==> src/rtl/hub75_scan.sv <==
// Framebuffer reader driving a 64x64 1/32-scan HUB75 panel, one row pair per pass.
// Latency: pixel pair reaches R/G/B one cycle after its bottom read; row pair = 4*COLS+2+DISPLAY_CYCLES cycles.
// Backpressure: none; free-running scan, read port is assumed to always answer one cycle later.
module hub75_scan #(
    parameter int COLS           = 64,
    parameter int ROWS           = 64,
    parameter int DISPLAY_CYCLES = 256
) (
    input  logic        clk_in,
    input  logic        reset,
    output logic        rd_en,
    output logic [11:0] rd_addr,
    input  logic [2:0]  rd_data,
    output logic        A,
    output logic        B,
    output logic        C,
    output logic        D,
    output logic        E,
    output logic        R1,
    output logic        G1,
    output logic        B1,
    output logic        R2,
    output logic        G2,
    output logic        B2,
    output logic        CLK,
    output logic        LAT,
    output logic        OE,
    output logic        frame_done
);

    localparam int              HALF      = ROWS / 2;
    localparam int              CW        = $clog2(DISPLAY_CYCLES + 1);
    localparam logic [4:0]      LAST_ROW  = 5'(HALF - 1);
    localparam logic [5:0]      LAST_COL  = 6'(COLS - 1);
    localparam logic [5:0]      HALF_Y    = 6'(HALF);
    localparam logic [CW-1:0]   DISP_LOAD = CW'(DISPLAY_CYCLES);

    typedef enum logic [2:0] {
        RD_TOP,
        RD_BOT,
        CLK_LO,
        CLK_HI,
        BLANK,
        LATCH,
        DISPLAY
    } state_t;

    state_t          state;
    state_t          state_next;
    logic            run;
    logic [4:0]      row;
    logic [4:0]      row_addr;
    logic [5:0]      col;
    logic [CW-1:0]   disp_cnt;
    logic [2:0]      hold;
    logic [5:0]      rgb_q;
    logic [5:0]      rgb;
    logic            disp_last;

    assign disp_last = (state == DISPLAY) && (disp_cnt == CW'(1));

    // run gates the very first read so rd_en stays low while reset is held
    always_ff @(posedge clk_in or posedge reset) begin
        if (reset) begin
            state <= RD_TOP;
            run   <= 1'b0;
        end else begin
            state <= state_next;
            run   <= 1'b1;
        end
    end

    always_comb begin
        state_next = state;
        rd_en      = 1'b0;
        rd_addr    = {1'b0, row, col};
        CLK        = 1'b0;
        LAT        = 1'b0;
        OE         = 1'b1;
        frame_done = 1'b0;
        rgb        = rgb_q;
        case (state)
            RD_TOP: begin
                rd_en = run;
                if (run) state_next = RD_BOT;
            end
            RD_BOT: begin
                rd_en      = 1'b1;
                rd_addr    = {{1'b0, row} + HALF_Y, col};
                state_next = CLK_LO;
            end
            CLK_LO: begin
                // bottom pixel only exists on rd_data this cycle, so present it directly
                rgb        = {hold, rd_data};
                state_next = CLK_HI;
            end
            CLK_HI: begin
                CLK        = 1'b1;
                state_next = (col == LAST_COL) ? BLANK : RD_TOP;
            end
            BLANK: state_next = LATCH;
            LATCH: begin
                LAT        = 1'b1;
                state_next = DISPLAY;
            end
            DISPLAY: begin
                OE = 1'b0;
                if (disp_last) begin
                    state_next = RD_TOP;
                    frame_done = (row == LAST_ROW);
                end
            end
            default: state_next = RD_TOP;
        endcase
    end

    always_ff @(posedge clk_in or posedge reset) begin
        if (reset) begin
            row      <= '0;
            col      <= '0;
            row_addr <= '0;
            disp_cnt <= '0;
            hold     <= '0;
            rgb_q    <= '0;
        end else begin
            case (state)
                RD_BOT: hold  <= rd_data;
                CLK_LO: rgb_q <= {hold, rd_data};
                CLK_HI: if (col != LAST_COL) col <= col + 6'd1;
                LATCH: begin
                    row_addr <= row;
                    disp_cnt <= DISP_LOAD;
                end
                DISPLAY: begin
                    if (disp_last) begin
                        col <= '0;
                        row <= (row == LAST_ROW) ? 5'd0 : row + 5'd1;
                    end else begin
                        disp_cnt <= disp_cnt - CW'(1);
                    end
                end
                default: ;
            endcase
        end
    end

    assign {R1, G1, B1, R2, G2, B2} = rgb;
    assign {E, D, C, B, A}          = row_addr;

endmodule

==> config.mk <==
export PLATFORM = sky130hd
export DESIGN_NAME = hub75_scan
export DESIGN_NICKNAME = d
export VERILOG_FILES = /design/src/rtl/hub75_scan.sv
export SDC_FILE = /design/constraint.sdc
export NUM_CORES = 1
export LEC_CHECK = 0
export BUFFER_PORTS_ARGS = -buffer_cell sky130_fd_sc_hd__buf_2
export CAP_MARGIN = 15
export CORE_ASPECT_RATIO = 1.25
export CORE_UTILIZATION = 45
export CTS_CLUSTER_DIAMETER = 30
export DETAILED_ROUTE_END_ITERATION = 7
export GPL_ROUTABILITY_DRIVEN = 1
export PLACE_DENSITY_LB_ADDON = 0.3
export SLEW_MARGIN = 20
export SYNTH_ARGS = -nofsm -noshare
export SYNTH_HDL_FRONTEND = slang
export SYNTH_SLANG_ARGS = --single-unit
==> constraint.sdc <==
create_clock -name clk_in -period 2.3 [get_ports clk_in]
set_clock_uncertainty 0.1 [all_clocks]
set_input_delay 0.46 -clock clk_in [delete_from_list [all_inputs] [get_ports clk_in]]
set_output_delay 0.46 -clock clk_in [all_outputs]
set_load 0.02 [all_outputs]
After elaboration in Yosys (flattened, before gate mapping) --
Index checks and enable logic that the tools add are counted.
Cells by class: equality and inequality tests 14, $add $sub $neg 4, muxes and demuxes 18, reductions and logical operators 8
Operator list (number):
- $pmux 3 s7 | 1
- $mux 6 | 3
- $pmux 9 s2 | 1
- $mux 12 | 1
- $pmux 6 s2 | 1
- $eq 3x3->1 const B | 3
- $eq 9x1->1 const B | 1
- $mux 3 | 3
- $mux 9 | 1
- $sub 9x1->9 const B | 1
- $ne 2x2->1 const B | 4
- $add 5x6->6 const B | 1
- $add 6x1->6 const B | 1
- $eq 3x2->1 const B | 2
- $eq 6x6->1 const B | 1
- $ne 6x6->1 const B | 1
- $reduce_and 2->1 | 3
- $add 5x1->5 const B | 1
- $eq 5x5->1 const B | 1
- $mux 1 | 5
- $mux 5 | 1
- $reduce_bool 2->1 | 2
- $eq 3x1->1 const B | 1
- $logic_not 3->1 | 1
- other kinds (3) | 3
Word-level totals: bits in registers 38, output and inout port bits 28, logic and storage cells 52, input bits 5

Longest topological paths before layout --
depth in word-level cells 4, mapped depth 8, mapped depth without buffers 6

Worst setup path after synthesis --
Ideal clock, no wire load.
path kind register to output, start register row[0], end output port frame_done, data arrival time 1.483 ns, data required time 1.740 ns, setup slack 0.257 ns, buffers on the path 0, stages on the path, launching flop included 6, path through dfrtp_1 > ha_1 > and3_1 > ha_1 > inv_1 > nor2_1
On the way: cells in the longest elaborated chain, start to end 3
RTL lines:
- start: declaration | RTL line 51 | logic [4:0] row;
- start signal: assignment | RTL line 137 | row <= (row == LAST_ROW) ? 5'd0 : row + 5'd1;
- $eq 5x5->1 | RTL line 110 | frame_done = (row == LAST_ROW);
- $mux 1 | RTL line 108 | if (disp_last) begin
- $mux 1 | RTL line 82 | case (state)
- end: declaration | RTL line 28 | output logic frame_done
Every way passes these cells.

Final worst setup path --
Ends and elaborated chain as after synthesis.

==> results <==
- For this design the ratio of total power to cell area is 962 nW/um^2.
- Port buffering added 32 buffers.
- The source of the critical timing path is row[0].
- Setup repair after global routing left no endpoint under its margin.
- Timing analysis after detailed placement gives a worst setup slack of 250 ps.
- In this run the register-to-register setup slack is 270 ps.
- The via count of the first global-routing pass was 1346.
- Walking the worst path, the cells encountered are ha_1, and3_1, ha_2, inv_1, nor2_1, buf_4.
- For the worst setup path, the data required time is between 1500 and 2000 ps.
- For this run, the top clock speed supported by timing is about 0.45 GHz.
- The nature of the critical path startpoint is a register.
- In this run the horizontal extent of the chip is 59.5 um.
- The flow ran to the end, and the final reports show no timing, DRC or antenna violations.
- After detailed placement, the total cell area comes to approximately 2100 um^2.
- Max-cap violations in this run came to 0.
- After detailed routing, the average wire length per cell comes to 13.3 um.
- The predominant post-synthesis flop cell is dfrtp_1.
- VDD sags by at most 681 uV.
- For the worst setup path, the data arrival time is 1680 ps.
- The async set-reset flop share out of synthesis is 100%.
- On the worst path, the slowest cell contributes a delay of 450 ps.
- The initial antenna violation count is 0.
- Clock latency on the worst-skew pair, taken at its later pin, is approximately 290 ps.
- The number of enable-type register cells in the synthesized netlist is 0.
- The floorplan step defined a die boundary enclosing 4390 um^2.
- The H-tree generated during clock tree synthesis spans 2 levels.
- Entering global routing, the biggest net connects 39 pins.
- In this run, synthesis produced a sequential element count of 38.
- The sequential area share after synthesis is 51.2%.
- The critical path start-end classification is reg -> out.
- The final period utilization is 97.6%.
- The area of the mapped netlist is 1860 um^2.
- After legalization and detailed placement, the total HPWL measured 2.62 mm.
- The core region is 3880 um^2.
- The maximum fanout count along the critical path is 6.
- The number of endpoints failing setup at the final stage is 0.
- The hold violation total from the final report was 0.
- The starting density of the core is 47.9%.
- The minimum clock period after layout is 2240 ps.
- For the worst flop-to-flop path, the logic depth is 4.
- For this design the static power due to leakage is 1.11 nW.
- The netlist uses 47 different library cells.
- 0 antenna diodes ended up in the layout.
- The capture point of the worst path is frame_done.
- Synthesis produced 182 cells.
- After filler insertion, the fill cell instance count of the layout stands at 381.
- The number of sinks driven by the clock tree is 38.
- After synthesis, the mean cell area works out to 10.2 um^2.
- During synthesis, Yosys emitted a total of 0 warnings.
- Total power for the finished layout comes to 2.16 mW.
- For this design the top-level I/O count stands at 33.
- The CTS tree is built.
- The final weighted congestion in routability-driven placement is approximately 0.95.
- The routed via count is 1490.
- The final critical-path setup slack is approximately 56 ps.
- In the final layout, the share of cells above drive strength 1 is 33.5%.
- The sum of negative setup slack is 0 ps.
- The remaining design rule violation count is 0.
- The number of design-rule violations left by the first detailed-router iteration is 40.
- The class of the tightest hold or removal check is in -> async.
- The area growth from synthesis to layout is 20.8%.
- The total overflow left after global routing is 0.
- The maximum number of buffers from clock root to sink is 2.
- The kind of end point of the critical path is an output port.
- The buffer type at the clock tree root is clkbuf_8.
- The net count of the finished layout is roughly 240.
- After routing the design area is 2240 um^2.
- The clock-pin slew on the worst setup and hold paths is 70 ps.
- The number of iterations in the first detailed-routing pass is 4.
- In the routed layout, each cell is associated on average with a via count of 5.36.
- From bottom edge to top edge, the die measures 73.8 um.
- The beginning of the worst register-to-register path is disp_cnt[5].
- For this design, the slowest cell found on the critical path is dfrtp_2.
- The wire length after detailed routing is 3.70 mm.
- The final-report max-slew violation count was 0.
- The capture point of the worst reg-to-reg path is row[2].
- When the netlist entered floorplanning its net count stood at 192.
- In the global route stage, overall resource usage came out at between 10% and 20%.
- The number of antenna-violating nets in the routed design is 0.
- Buffers inserted during clock tree synthesis total 5.
- The floorplan has 25 rows.
- The global-route wire length before repair is 5.95 mm.
-- kinds of logic after synthesis --
kind of cell / count (synthesis) / synth area share, %
mux: 11 / 6.54
fa+ha+maj: 5 / 3.37
compound gates: 30 / 11.1
other cells: 1 / 0.202
buf+inv: 16 / 4.51
simple gates: 81 / 23.1
flops: 38 / 51.2
-- how the worst min path moves through the flow --
stage	from	endpoint
6_report	reset	state[2]
5_1_grt	reset	col[3]
4_1_cts	reset	state[2]
3_5_place_dp	row_addr[0]	row_addr[0]
3_3_place_gp	row_addr[1]	row_addr[1]
2_1_floorplan	hold[0]	hold[0]
-- cell type report --
type	count	area, um^2	share of cell area, %
clock buffers	6	82.6	3.68
multi-input cells	128	860	38.3
flip-flops and latches	38	955	42.6
well taps	54	67.6	3.01
repair buffers	43	245	10.9
inverters	9	33.8	1.51
-- metal layers --
layer	GRT usage (%)	share of wire (%)	vias up
met5	0	0	-
met4	7.94	1.8	0
met3	5.63	4.3	6
met2	33.2	52	32
met1	20.4	42	725
li1	-	-	727
-- critical path: cells and delay by family, from the launching register on --
| family | cells | cell delay, ps |
|---|---|---|
| and+or+nand+nor | 2 | 240 |
| adders and majority gates | 2 | 440 |
| DFF | 1 | 450 |
| buffers and inverters | 2 | 250 |
-- through the flow --
stage / hold slack, ps / utilization, % / instances
floorplan: 375 / - / 182
global placement: 352 / 53.8 / 268
detailed placement: 358 / 53.8 / 268
CTS: 184 / 56.2 / 274
global route: 215 / 57.8 / 278
finish: 171 / 57.8 / 278
-- state kept, by name, summed over array words and instances (netlist names) --
signal	count
run	1
row	5
hold	3
col	6
state	3
disp_cnt	9
rgb_q	6
row_addr	5
-- power by group --
| group | leakage [nW] | switching, mW | internal, mW |
|---|---|---|---|
| clock network | 0.0431 | 0.209 | 0.231 |
| registers | 0.489 | 0.0881 | 0.816 |
| logic | 0.579 | 0.444 | 0.370 |
| total | 1.11 | 0.741 | 1.42 |
-- layout by cell type, fill, tap and decap left out, types with 3 or more instances in the layout --
master,instances
buf_2,31
or3_1,4
nor2_1,6
dfrtp_2,3
nor3_1,5
buf_4,12
o21ai_0,4
nand2b_1,3
nand2_1,29
inv_1,7
mux2_2,9
clkbuf_8,6
ha_1,4
a21oi_1,6
or4_1,3
dfrtp_1,35
o31ai_1,3
nand3_1,12
a21o_1,4
-- cell usage after synthesis, types with 3 or more instances --
library cell,n,area (um^2)
a21o_1,4,30.0
a21oi_1,6,30.0
dfrtp_1,38,951
ha_1,5,62.6
inv_1,7,26.3
mux2_2,9,101
nand2_1,29,109
nand2b_1,3,18.8
nand3_1,12,60.1
nor2_1,6,22.5
nor2b_1,4,25.0
nor3_1,5,25.0
o21ai_0,4,20.0
o31ai_1,3,22.5
or3_1,4,25.0
or4_1,3,22.5
-- timing repair --
item | CTS | global route
hold buffers | 0 | 0
setup endpoints to repair | 7 | 7
setup buffers | 0 | 4
resized for setup | 4 | 7
(Power assumes the default switching activity.)
